**src/rtl/cpu_pkg.sv**
```systemverilog
// Shared definitions for the program-counter sequencer: state encoding and
// default datapath parameters.
package cpu_pkg;

  localparam int          DEFAULT_WIDTH        = 16;
  localparam logic [15:0] DEFAULT_RESET_VECTOR = 16'h0000;

  typedef enum logic [2:0] {
    INIT,
    IDLE,
    FETCH,
    EXEC,
    FAULT
  } state_t;

endpackage

```
**src/rtl/fetch_timeout.sv**
```systemverilog
// Wait-cycle counter for instruction fetch: cleared outside FETCH, counts
// unacknowledged FETCH cycles, flags the last permitted wait cycle.
module fetch_timeout #(
  parameter int TIMEOUT = 15
) (
  input  logic I_clk,
  input  logic I_rst_n,
  input  logic I_clr,
  input  logic I_inc,
  output logic O_expired
);

  logic [7:0] count_q;

  always_ff @(posedge I_clk or negedge I_rst_n) begin
    if (!I_rst_n) begin
      count_q <= '0;
    end else if (I_clr) begin
      count_q <= '0;
    end else if (I_inc) begin
      count_q <= count_q + 8'd1;
    end
  end

  // High during the TIMEOUT-th waiting cycle; a missing ack now means fault.
  assign O_expired = (count_q == 8'(TIMEOUT - 1));

endmodule

```
**src/rtl/pc_seq.sv**
```systemverilog
// Program-counter sequencer: drives the external PC register, issues
// instruction fetches, hands words to execute and traps on fetch timeout.
module pc_seq import cpu_pkg::*; #(
  parameter int               WIDTH        = DEFAULT_WIDTH,
  parameter logic [WIDTH-1:0] RESET_VECTOR = WIDTH'(DEFAULT_RESET_VECTOR),
  parameter int               TIMEOUT      = 15
) (
  input  logic             I_clk,
  input  logic             I_rst_n,
  input  logic             I_run,
  input  logic [WIDTH-1:0] I_pc,
  output logic             O_pc_enable,
  output logic             O_pc_write,
  output logic [WIDTH-1:0] O_pc_in,
  output logic             O_mem_req,
  output logic [WIDTH-1:0] O_mem_addr,
  input  logic             I_mem_ack,
  input  logic [15:0]      I_mem_data,
  output logic [15:0]      O_instr,
  output logic             O_instr_valid,
  input  logic             I_exec_done,
  input  logic             I_branch_taken,
  input  logic [WIDTH-1:0] I_branch_target,
  output logic             O_fault,
  output state_t           O_state
);

  // Fetch handshake: O_mem_req is held with a stable O_mem_addr until the
  // first cycle I_mem_ack is high; that cycle transfers I_mem_data and the
  // request drops at the next edge. I_mem_ack outside a request is ignored.

  state_t state_q, state_d;
  logic   started_q;
  logic   cnt_inc, cnt_expired;
  logic   accept;

  assign accept  = (state_q == FETCH) && I_mem_ack;
  assign O_state = state_q;

  fetch_timeout #(
    .TIMEOUT (TIMEOUT)
  ) u_fetch_timeout (
    .I_clk     (I_clk),
    .I_rst_n   (I_rst_n),
    .I_clr     (state_q != FETCH),
    .I_inc     (cnt_inc),
    .O_expired (cnt_expired)
  );

  // started_q holds INIT inert until the first edge after reset release.
  always_ff @(posedge I_clk or negedge I_rst_n) begin
    if (!I_rst_n) begin
      state_q       <= INIT;
      started_q     <= 1'b0;
      O_instr       <= '0;
      O_instr_valid <= 1'b0;
    end else begin
      state_q       <= state_d;
      started_q     <= 1'b1;
      O_instr_valid <= accept;
      if (accept) begin
        O_instr <= I_mem_data;
      end
    end
  end

  always_comb begin
    state_d     = state_q;
    O_pc_enable = 1'b0;
    O_pc_write  = 1'b0;
    O_pc_in     = '0;
    O_mem_req   = 1'b0;
    O_mem_addr  = '0;
    O_fault     = 1'b0;
    cnt_inc     = 1'b0;
    case (state_q)
      INIT: begin
        if (started_q) begin
          O_pc_enable = 1'b1;
          O_pc_write  = 1'b1;
          O_pc_in     = RESET_VECTOR;
          state_d     = IDLE;
        end
      end
      IDLE: begin
        if (I_run) begin
          state_d = FETCH;
        end
      end
      FETCH: begin
        O_mem_req  = 1'b1;
        O_mem_addr = I_pc;
        if (I_mem_ack) begin
          state_d = EXEC;
        end else begin
          cnt_inc = 1'b1;
          if (cnt_expired) begin
            state_d = FAULT;
          end
        end
      end
      EXEC: begin
        if (I_exec_done) begin
          O_pc_enable = 1'b1;
          O_pc_write  = I_branch_taken;
          if (I_branch_taken) begin
            O_pc_in = I_branch_target;
          end
          state_d = I_run ? FETCH : IDLE;
        end
      end
      FAULT: begin
        O_fault = 1'b1;
      end
      default: begin
        state_d = INIT;
      end
    endcase
  end

endmodule

```
**config.mk**
```make
export PLATFORM = sky130hd
export DESIGN_NAME = pc_seq
export DESIGN_NICKNAME = d
export VERILOG_FILES = /design/src/rtl/cpu_pkg.sv /design/src/rtl/fetch_timeout.sv /design/src/rtl/pc_seq.sv
export SDC_FILE = /design/constraint.sdc
export NUM_CORES = 1
export LEC_CHECK = 0
export BUFFER_PORTS_ARGS = -buffer_cell sky130_fd_sc_hd__buf_2
export CORE_MARGIN = 2
export CORE_UTILIZATION = 43
export CTS_BUF_LIST = sky130_fd_sc_hd__clkbuf_8
export DETAILED_ROUTE_END_ITERATION = 10
export PLACE_DENSITY = 0.8
export SLEW_MARGIN = 30
export SYNTH_ARGS = -nofsm -noshare
export SYNTH_HDL_FRONTEND = slang
export SYNTH_HIERARCHICAL = 1
export SYNTH_SLANG_ARGS = --single-unit
```
**constraint.sdc**
```tcl
create_clock -name I_clk -period 2.37 [get_ports I_clk]
set_input_delay 0.5925 -clock I_clk [delete_from_list [all_inputs] [get_ports I_clk]]
set_output_delay 0.5925 -clock I_clk [all_outputs]
set_load 0.02 [all_outputs]
```
==> results of run 1 <==
-- Yosys cell counts (all sizes together) (3+ instances only) --
| cell type | count | share of area |
|---|---|---|
| a21oi | 5 | 0.015 |
| nand3 | 5 | 0.019 |
| nor2 | 8 | 0.019 |
| o31ai | 3 | 0.014 |
| nand2 | 3 | 0.0070 |
| xor2 | 3 | 0.016 |
| dfrtp | 29 | 0.45 |
| o21ai | 3 | 0.0093 |
| inv | 5 | 0.012 |
| mux2 | 16 | 0.13 |
| buf | 6 | 0.044 |
| and2 | 33 | 0.13 |
-- state kept, by name, indices dropped and copies added (netlist names) --
register                 count
O_state                      3
u_fetch_timeout/count_q      8
started_q                    1
O_instr_valid                1
O_instr                     16
-- worst min-delay path by stage --
stage,from,to
after CTS,I_rst_n,O_instr[0]$_DFFE_PN0P_
after floorplan,I_rst_n,O_instr[0]$_DFFE_PN0P_
after global routing,I_rst_n,O_instr[1]$_DFFE_PN0P_
after detailed placement,O_instr[10]$_DFFE_PN0P_,O_instr[10]$_DFFE_PN0P_
after global placement,O_instr[9]$_DFFE_PN0P_,O_instr[9]$_DFFE_PN0P_
final,I_rst_n,O_instr[14]$_DFFE_PN0P_
-- routing by layer --
metal  vias to the layer above  track usage  routed length [µm]
met1                       631        0.205                1490
li1                        724            -                   -
met3                        10       0.0531                 382
met5                         -            0                   0
met2                        87        0.291                1720
met4                         0        0.107                 124
-- critical path, stage by stage, from the launching register on --
cell and delay [ns]:
dfrtp_1 0.38, nor2b_1 0.16, and4_1 0.44, and2_1 0.18, buf_2 0.16
-- layout by cell type (no fill, tap or decap), drive strengths merged, types with 2 or more instances in the layout --
cell | Yosys | final
inv | 5 | 6
nand3 | 5 | 5
ha | 2 | 2
dfrtp | 29 | 29
buf | 6 | 114
a21oi | 5 | 5
o21ai | 3 | 3
nand4 | 2 | 2
nand2 | 3 | 3
clkinv | 0 | 2
and2 | 33 | 33
clkbuf | 2 | 5
nor4b | 2 | 2
nor3b | 2 | 2
nand2b | 2 | 2
nor2b | 2 | 2
or4 | 2 | 2
or3 | 2 | 2
mux2 | 16 | 16
xor2 | 3 | 3
o31ai | 3 | 3
nor2 | 8 | 8
-- report_power, final --
part	internal, mW	switching [mW]	leakage (nW)	total [mW]
registers	0.670	0.0929	0.365	0.763
logic	0.585	0.759	0.811	1.34
clock network	0.198	0.179	0.0491	0.377
-- kinds of logic (layout without fill, tap and decap cells) --
family | Yosys count | count (layout) | synth area share
buf+inv | 13 | 127 | 0.0604
flops | 29 | 29 | 0.449
fa+ha+maj | 2 | 2 | 0.0155
compound gates | 17 | 17 | 0.0697
xor+xnor | 4 | 4 | 0.0217
mux | 16 | 16 | 0.130
other cells | 1 | 1 | 0.00232
simple gates | 65 | 65 | 0.252
-- final cells by class --
class	count	area share
Clock buffer	5	0.0304
Clock inverter	3	0.00608
Inverter	5	0.00829
Multi-Input combinational cell	105	0.350
Sequential cell	29	0.321
Tap cell	48	0.0265
Timing Repair Buffer	114	0.258
==> results summary, run 1 <==
The floorplan step defined a die boundary enclosing 4270 µm². The static power due to leakage is 1.23 nW. The post-synthesis instance total came out at 147. The number of different library cells in the post-synthesis netlist came out at 39.

The worst-path maximum fanout is 17. The slack of the worst reg-to-reg path came out at 0.49 ns. The count of pins over their slew limit was 0. Gates resized during post-CTS repair numbered 0. The run finished with clean final reports. The clock drives 29 sinks.

Measured in cells, the most critical reg-to-reg path has a length of 6. The transition time at the pin with the least slew margin is 0.620 ns. Setup repair after global routing left no endpoint under its margin. The final layout net count came out at 316.

Measured along the x axis, the die boundary spans 65.3 µm. In this run the worst setup path begins at O_state[2]$_DFFE_PN0P_. Static timing analysis puts the maximum clock frequency at 455 MHz. The netlist area before placement is 1620 µm². The cell area reported after detailed placement is 2180 µm². The type of the setup path with the least slack is reg -> out. The cell count after placement came out at 301.

In the global route stage, overall resource usage came out at 0.178. The area of the multi-input gates is 793 µm². The worst-case clock skew is 0.00268 ns. The number of remaining DRC errors came out at 0.

The later pin in the worst-skew pair is clocked with a latency of 0.28 ns. The most used flip-flop cell after synthesis is dfrtp_1. The setup slack at placement came out at 0.312 ns. The via count of the first global-routing pass came out at 1,335.

The total power after layout is 2.48 mW. The boundary pin count is 110. Summing all flip-flop and latch instances after layout gives 726 µm². The final standard cell utilization of the core came out at 0.623.

The wire length after detailed routing came out at 3720 µm. After global routing the overflow that remains totals 0. The final setup violation count is 0. The global-route wire length before repair is 5770 µm. The core region is 3630 µm².

The post-synthesis to final-layout area growth is 40.0%. In the routed layout, each cell is associated on average with a via count of 4.70. The synthesized netlist net count came out at 203. The final cell count without fillers is 309. The count of filler cells inserted in the layout is 314. The worst setup path is captured at an output port. The number of register bits inferred by synthesis came out at 29. The fraction of registers with async set or reset after synthesis came out at 1.00. The average routed wire per standard cell is 12.0 µm. The worst hold slack came out at 0.323 ns.

The tree is rooted in a clkbuf_8. The total number of vias came out at 1,452. The final antenna diode count is 0. The count of endpoints failing hold in the final timing report is 0. The fraction of final layout cells sized beyond drive strength 1 came out at 0.540. Counting flops with a built-in enable in the synthesized netlist gives 0. The sequential area share after synthesis came out at 0.449.

TritonCTS built the clock tree. The critical register-to-register path endpoint is O_state[0]$_DFFE_PN0P_. The maximum buffer depth of the clock tree is 2. The post-detailed-route count of antenna-violating nets is 0. Row generation in the floorplan step produced 22 rows.

The HPWL after detailed placement is 2910 µm. The launch instance of the worst register-to-register path is u_fetch_timeout/count_q[0]$_DFFE_PN0P_. For this design the ratio of total power to cell area is 1100 nW/µm². Dividing the final minimum period by the clock period gives 0.927.

The number of buffers added for setup after CTS is 0. After layout, the minimum clock period comes to 2.20 ns. Headroom to the max-slew limit came out at 0.587. The final weighted congestion in routability-driven placement came out at 0.828.

The tightest min-delay check is of the in -> async type. The accumulated negative setup slack came out at 0 ns. The data required time at the worst endpoint came out at 1.78 ns. At the worst endpoint, the arrival time is 1.60 ns. The summed area of non-filler cells in the final layout came out at 2260 µm². Entering global routing, the biggest net connects 30 pins. The initial core utilization came out at 0.445. The number of antenna violations at the first check in global routing came out at 0. The number of buffers inserted during clock tree synthesis is 5.

In this run the worst setup path terminates at O_pc_in[3]. The count of hold buffers inserted by post-cts repair came out at 0. The first detailed-routing pass took 4 iterations. The H-tree was split into 2 levels. The worst setup path is launched from a register.

The number of buffers inserted by port buffering is 109. The max-cap violation count came out at 0. The clock transition time at the flip-flop clock pins of the worst setup and hold paths came out at 0.06 ns.

The number of violations reported at the end of detailed-routing iteration 0 is 49. VDD sags by at most 0.482 mV. The number of warnings printed during yosys synthesis is 6. The post-synthesis area per instance is 11.0 µm².

The die height is 65.3 µm. Setup slack on the critical path of the routed design comes to 0.173 ns.
No activity file was read; power rests on OpenSTA's default activity.
==> inputs of run 2 (changes only) <==
Settings changed: BUFFER_PORTS_ARGS -buffer_cell sky130_fd_sc_hd__buf_2 to not set, CORE_MARGIN 2 to not set, CORE_UTILIZATION 43 to 45, DONT_BUFFER_PORTS set to 1, PLACE_DENSITY 0.8 to 0.57.
==> results summary, run 2 (synthesis results as in run 1) <==
The accumulated negative setup slack is 0 ns. Setup repair after global routing left no endpoint under its margin. The number of buffers inserted during clock tree synthesis came out at 5.

The final setup violation count is 0. Clock tree synthesis found a total of 29 sinks. Leaving out fill and tap cells, the most frequent cell in the layout is and2_1. Tracing the worst setup path back leads to its startpoint at O_state[2]$_DFFE_PN0P_. The via count of the first global-routing pass is 894. The share of total power in the clock network came out at 0.215. The final critical path time including I/O delays and setup came out at 2.17 ns. The cell area reported after detailed placement is 1640 µm². STA classifies the critical path endpoint as an output port. The global-route wire length before repair came out at 4050 µm. The share of power burned in combinational logic is 0.371. The total number of vias is 1,094. The top cell types in the final layout, fill and taps aside, are 32 x and2_1, 29 x dfrtp_1, 8 x nor2_1, 8 x mux2_4, 8 x mux2_2. The fraction of final layout cells sized beyond drive strength 1 is 0.219. The static power due to leakage is 0.765 nW. The max-cap violation count came out at 0. The min-delay analysis places its worst path in the category in -> reg. The cell count after placement is 191. The count of endpoints failing hold in the final timing report was 0. The width of the die came out at 61.9 µm. The number of levels in the clock H-tree is 2.

The data required time at the worst endpoint came out at 1.78 ns. The finished layout holds 201 standard cells, fillers aside. The worst-case clock skew is 0.00464 ns. The clock insertion delay at the later pin of the skew report came out at 0.27 ns.

The type of the setup path with the least slack is reg -> out. The transition time at the pin with the least slew margin is 0.693 ns. The floorplan step defined a die boundary enclosing 3840 µm². For this run, design rule violations remaining after detail routing come to 0. The worst endpoint data arrival time is 1.58 ns. The worst setup path is launched from a register. The boundary pin count came out at 110.

The number of buffers inserted by port buffering is 0. The final standard cell utilization of the core is 0.525. The total routing resource utilization after global routing is 0.151. In the routed layout, each cell is associated on average with a via count of 5.44. The final antenna diode count is 0.

The number of violations reported at the end of detailed-routing iteration 0 came out at 38. For met3 alone, demand over resource in global routing was 0.0766. The flow ran to the end, and the final reports show no timing, DRC or antenna violations. Ranked by flip-flop count, first place goes to O_instr. The count of pins over their slew limit is 0. The post-synthesis to final-layout area growth came out at 9.98%. The number of antenna violations at the first check in global routing is 0. The flip-flop count of the largest register after layout came out at 16. The initial core utilization came out at 0.477.

The post-detailed-route count of antenna-violating nets is 0. The remaining global-route overflow came out at 0. The worst hold path begins at I_mem_ack. From bottom edge to top edge, the die measures 61.9 µm. The switching share of power is 0.410. Timing would allow up to 461 MHz. The maximum buffer depth of the clock tree is 2. The clock tree from TritonCTS is built. For flop-to-flop paths, the worst setup slack is 0.47 ns. The worst supply voltage drop on vdd came out at 0.490 mV. The net switching power figure came out at 966 µW. The cell sitting at the root of the clock tree is a clkbuf_8. The number of iterations in the first detailed-routing pass is 4. The summed area of non-filler cells in the final layout came out at 1780 µm². The clock transition time at the flip-flop clock pins of the worst setup and hold paths is 0.06 ns.

For this run, global-route usage on met2 was measured as 0.244. The power density relative to cell area is 1320 nW/µm². After floorplanning, the core was sized to cover 3390 µm².

The sequential fraction of design power is 0.414. The final layout net count is 210. In this run the most used layer during global routing was met2. The congestion estimate from routability-driven global placement came to 0.768. In this run the critical register-to-register path is launched from O_state[0]$_DFFE_PN0P_.

Cell internal power was estimated by the tool at 1.39 mW. The HPWL after detailed placement came out at 2320 µm. The worst-path maximum fanout came out at 17. The wire length after detailed routing is 3070 µm. The maximum number of pins on one net before global-route repair is 19.

In the global route stage, met1 resource usage came out at 0.175. The share of the clock period used by the worst path came out at 0.916. The floorplan has 21 rows. Headroom to the max-slew limit came out at 0.536. The average routed wire per standard cell came out at 15.3 µm.
==> run 2: critical path, stage by stage, from the launching register on <==
cell     delay, ns
dfrtp_1       0.44
nor2b_1       0.18
and4_2        0.39
and2_1        0.29
==> run 2: layout make-up <==
class,instances,area [µm²]
repair buffers,8,65.1
clock buffers,6,82.6
fillers,299,1610
well taps,46,57.6
inverters,5,18.8
clock inverters,2,33.8
multi-input cells,105,795
flip-flops and latches,29,726
==> run 2: what timing repair did <==
action                                 4_1_cts  5_1_grt
setup endpoints to repair                    0       17
hold buffers                                 1        1
buffers inserted                             0        0
resized for setup                            0        1
endpoints found under the hold margin       16       13
==> run 2: path summary, 6_finish.rpt <==
kind / cells past startpoint / to
setup / recovery: 3 / O_pc_in[15]
hold / removal: 1 / O_state[2]$_DFFE_PN0P_
setup reg to reg: 7 / u_fetch_timeout/count_q[7]$_DFFE_PN0P_
hold reg to reg: 2 / u_fetch_timeout/count_q[7]$_DFFE_PN0P_
max in group asynchronous: 1 / O_instr[4]$_DFFE_PN0P_
min in group asynchronous: 1 / O_instr[12]$_DFFE_PN0P_
==> run 2: power by group through the flow <==
stage | combinational (mW) | sequential [mW] | clock, mW
floorplan | 0.751 | 0.981 | 0
global placement | 0.850 | 0.974 | 0
detailed placement | 0.861 | 0.987 | 0
CTS | 0.874 | 0.979 | 0.524
global route | 0.949 | 0.999 | 0.550
finish | 0.874 | 0.975 | 0.507
==> run 2: per-layer routing <==
layer	share of wire	wire length [µm]
met1	0.42	1290
met2	0.46	1420
met3	0.11	330
met4	0.011	35
met5	0	0
==> run 2: per-stage QoR <==
| step | total power, mW | setup slack [ns] | hold WS (ns) |
|---|---|---|---|
| 6_report | 2.36 | 0.199 | 0.425 |
| 5_1_grt | 2.50 | 0.0919 | 0.416 |
| 4_1_cts | 2.38 | 0.124 | 0.000478 |
| 3_5_place_dp | 1.85 | 0.432 | 0.298 |
| 3_3_place_gp | 1.82 | 0.501 | 0.297 |
| 2_1_floorplan | 1.73 | 0.202 | 0.297 |
==> inputs of run 3 (changes only) <==
Settings changed: CORE_ASPECT_RATIO set to 1.75.
==> results summary, run 3 (synthesis results as in run 1) <==
The number of antenna violations at the first check in global routing came to 0. The number of levels in the clock H-tree is 2. In the final layout, the share of cells above drive strength 1 is 0.218. The final standard cell utilization of the core came out at 0.517. For this block, the initial DRC count from the detailed router was 10.

The worst slew slack as a fraction of its limit came out at 0.472. TritonCTS built the clock tree. The switching share of power came out at 0.436.

The number of clock sinks seen by CTS is 29. The cell-internal power came out at 1.25 mW. The share of total power in the clock network came out at 0.173. The longest individual stage delay on the worst path came out at 0.44 ns. The final antenna diode count is 0. On the final layout, the worst hold slack is 0.411 ns. The HPWL after detailed placement is 2540 µm. The net switching power figure came out at 969 µW. The worst-path maximum fanout came out at 17. For the worst setup path, the data arrival time is 1.64 ns. The count of standard-cell rows is 28. The number of iterations in the first detailed-routing pass is 4. The most common cell after layout, fill and taps aside is and2_1. The tree is rooted in a clkbuf_8. The core area came out at 3400 µm².

The worst setup path is of the reg -> out kind. Once detail routing completed, the nets flagged for antenna violations numbered 0. For the worst-skew pair, the clock arrives at the later sink with an insertion delay of 0.27 ns. The number of buffers added for setup after CTS is 0. Setup violations remaining at the end of the flow were counted as 0. The number of remaining DRC errors came out at 0. The count of endpoints failing hold in the final timing report came out at 0. The detailed-route vias per instance came out at 5.40.

The transition time at the pin with the least slew margin came out at 0.789 ns. The count of pins over their slew limit was 0. The flow ran to the end, and the final reports show no timing, DRC or antenna violations.

The static power due to leakage is 0.750 nW. The average routed wire per standard cell is 16.3 µm. The power density relative to cell area is 1270 nW/µm². The accumulated negative setup slack is 0 ns. The worst setup path is captured at an output port. The critical path goes through nor2b_1 -> and4_1 -> and2_1. The final critical path time including I/O delays and setup came out at 2.23 ns.

Relative to the synthesized area, the layout overhead comes to 8.59%. The final cell count without fillers came out at 201. The via count of the first global-routing pass is 1,061. Clock-pin slew was measured on the worst setup and hold paths at 0.06 ns. After detailed routing, the total wire length is 3270 µm.

Counting along the longest clock path gives a buffer depth of 2. The post-cts gate resize count is 0. The cell count after placement is 190. The worst hold path belongs to the class in -> reg.

The first global-routing pass estimated 4500 µm of wire. The final layout net count came out at 211. The total power after layout came out at 2.22 mW. The number of buffers inserted by port buffering came out at 0. The number of buffers inserted during clock tree synthesis came out at 5. The achievable frequency is 448 MHz. The total number of vias is 1,085. The initial core utilization came out at 0.476. The element type at the critical path start is a register.

The remaining global-route overflow came out at 0. Entering global routing, the biggest net connects 19 pins. The data required time at the worst endpoint came out at 1.78 ns. The width of the die is 47.3 µm.

The slack of the worst reg-to-reg path is 0.55 ns. Setup repair after global routing left no endpoint under its margin. The share of the clock period used by the worst path is 0.941. The worst-case clock skew is 0.00112 ns. The top cell types in the final layout, fill and taps aside, are 32 x and2_1, 29 x dfrtp_1, 8 x nor2_1, 8 x mux2_4, 8 x mux2_2.

O_instr holds more flip-flops than any other register. The worst supply voltage drop on vdd came out at 0.602 mV. The share of power burned in combinational logic came out at 0.384. The cell with the largest stage delay on the worst path is and4_1.

The congestion estimate from routability-driven global placement came to 0.698. The floorplan die area is 3850 µm². The tool flagged a number of max-cap violations equal to 0.

The register with the most flip-flops in the layout has 16 of them. The sequential fraction of design power is 0.443. The boundary pin count came out at 110.

From bottom edge to top edge, the die measures 81.3 µm. The total routing resource utilization after global routing is 0.164.
[run 3: per-stage QoR]
stage               instance area, µm²  worst slack (ns)
finish                            1760             0.140
floorplan                         1620             0.202
global placement                  1640             0.475
detailed placement                1640             0.424
global route                      1760            0.0208
CTS                               1750             0.113
[run 3: worst max-delay path, delay by kind of cell, from the launching register on]
kind,cells,cell delay [ns]
DFF,1,0.42
and+or+nand+nor,3,0.94
[run 3: cell type report]
type                       count  area (µm²)
inverter                       5        18.8
sequential                    29         726
clock buffer                   5        68.8
tap                           45        56.3
fill                         322        1640
multi-input combinational    105         793
timing repair buffer           9        75.1
clock inverter                 3        17.5
[run 3: power groups by stage]
stage	Combinational, mW	Clock, mW	Sequential [mW]
after CTS	0.863	0.398	0.991
after detailed placement	0.851	0	0.999
after floorplan	0.751	0	0.981
after global placement	0.831	0	0.989
final	0.854	0.383	0.985
after global routing	0.918	0.418	1.01
[run 3: worst paths after layout]
path,depth (start not counted),from,endpoint
min in group asynchronous,1,I_rst_n,u_fetch_timeout/count_q[1]$_DFFE_PN0P_
max in group asynchronous,1,I_rst_n,O_instr[8]$_DFFE_PN0P_
min reg2reg,2,u_fetch_timeout/count_q[7]$_DFFE_PN0P_,u_fetch_timeout/count_q[7]$_DFFE_PN0P_
max reg2reg,6,O_state[2]$_DFFE_PN0P_,u_fetch_timeout/count_q[7]$_DFFE_PN0P_
max,3,O_state[0]$_DFFE_PN0P_,O_pc_in[14]
min,1,I_mem_ack,O_state[2]$_DFFE_PN0P_
[run 3: per-layer routing]
metal	part of all wire	up-vias	GRT usage
li1	-	510	-
met1	0.36	515	0.176
met2	0.57	57	0.299
met3	0.056	3	0.0422
met4	0.0092	0	0.0429
met5	0	-	0
[run 3: repair_timing]
item	CTS	global route
hold endpoints to repair	18	7
setup endpoints to repair	0	0
hold buffers	2	1
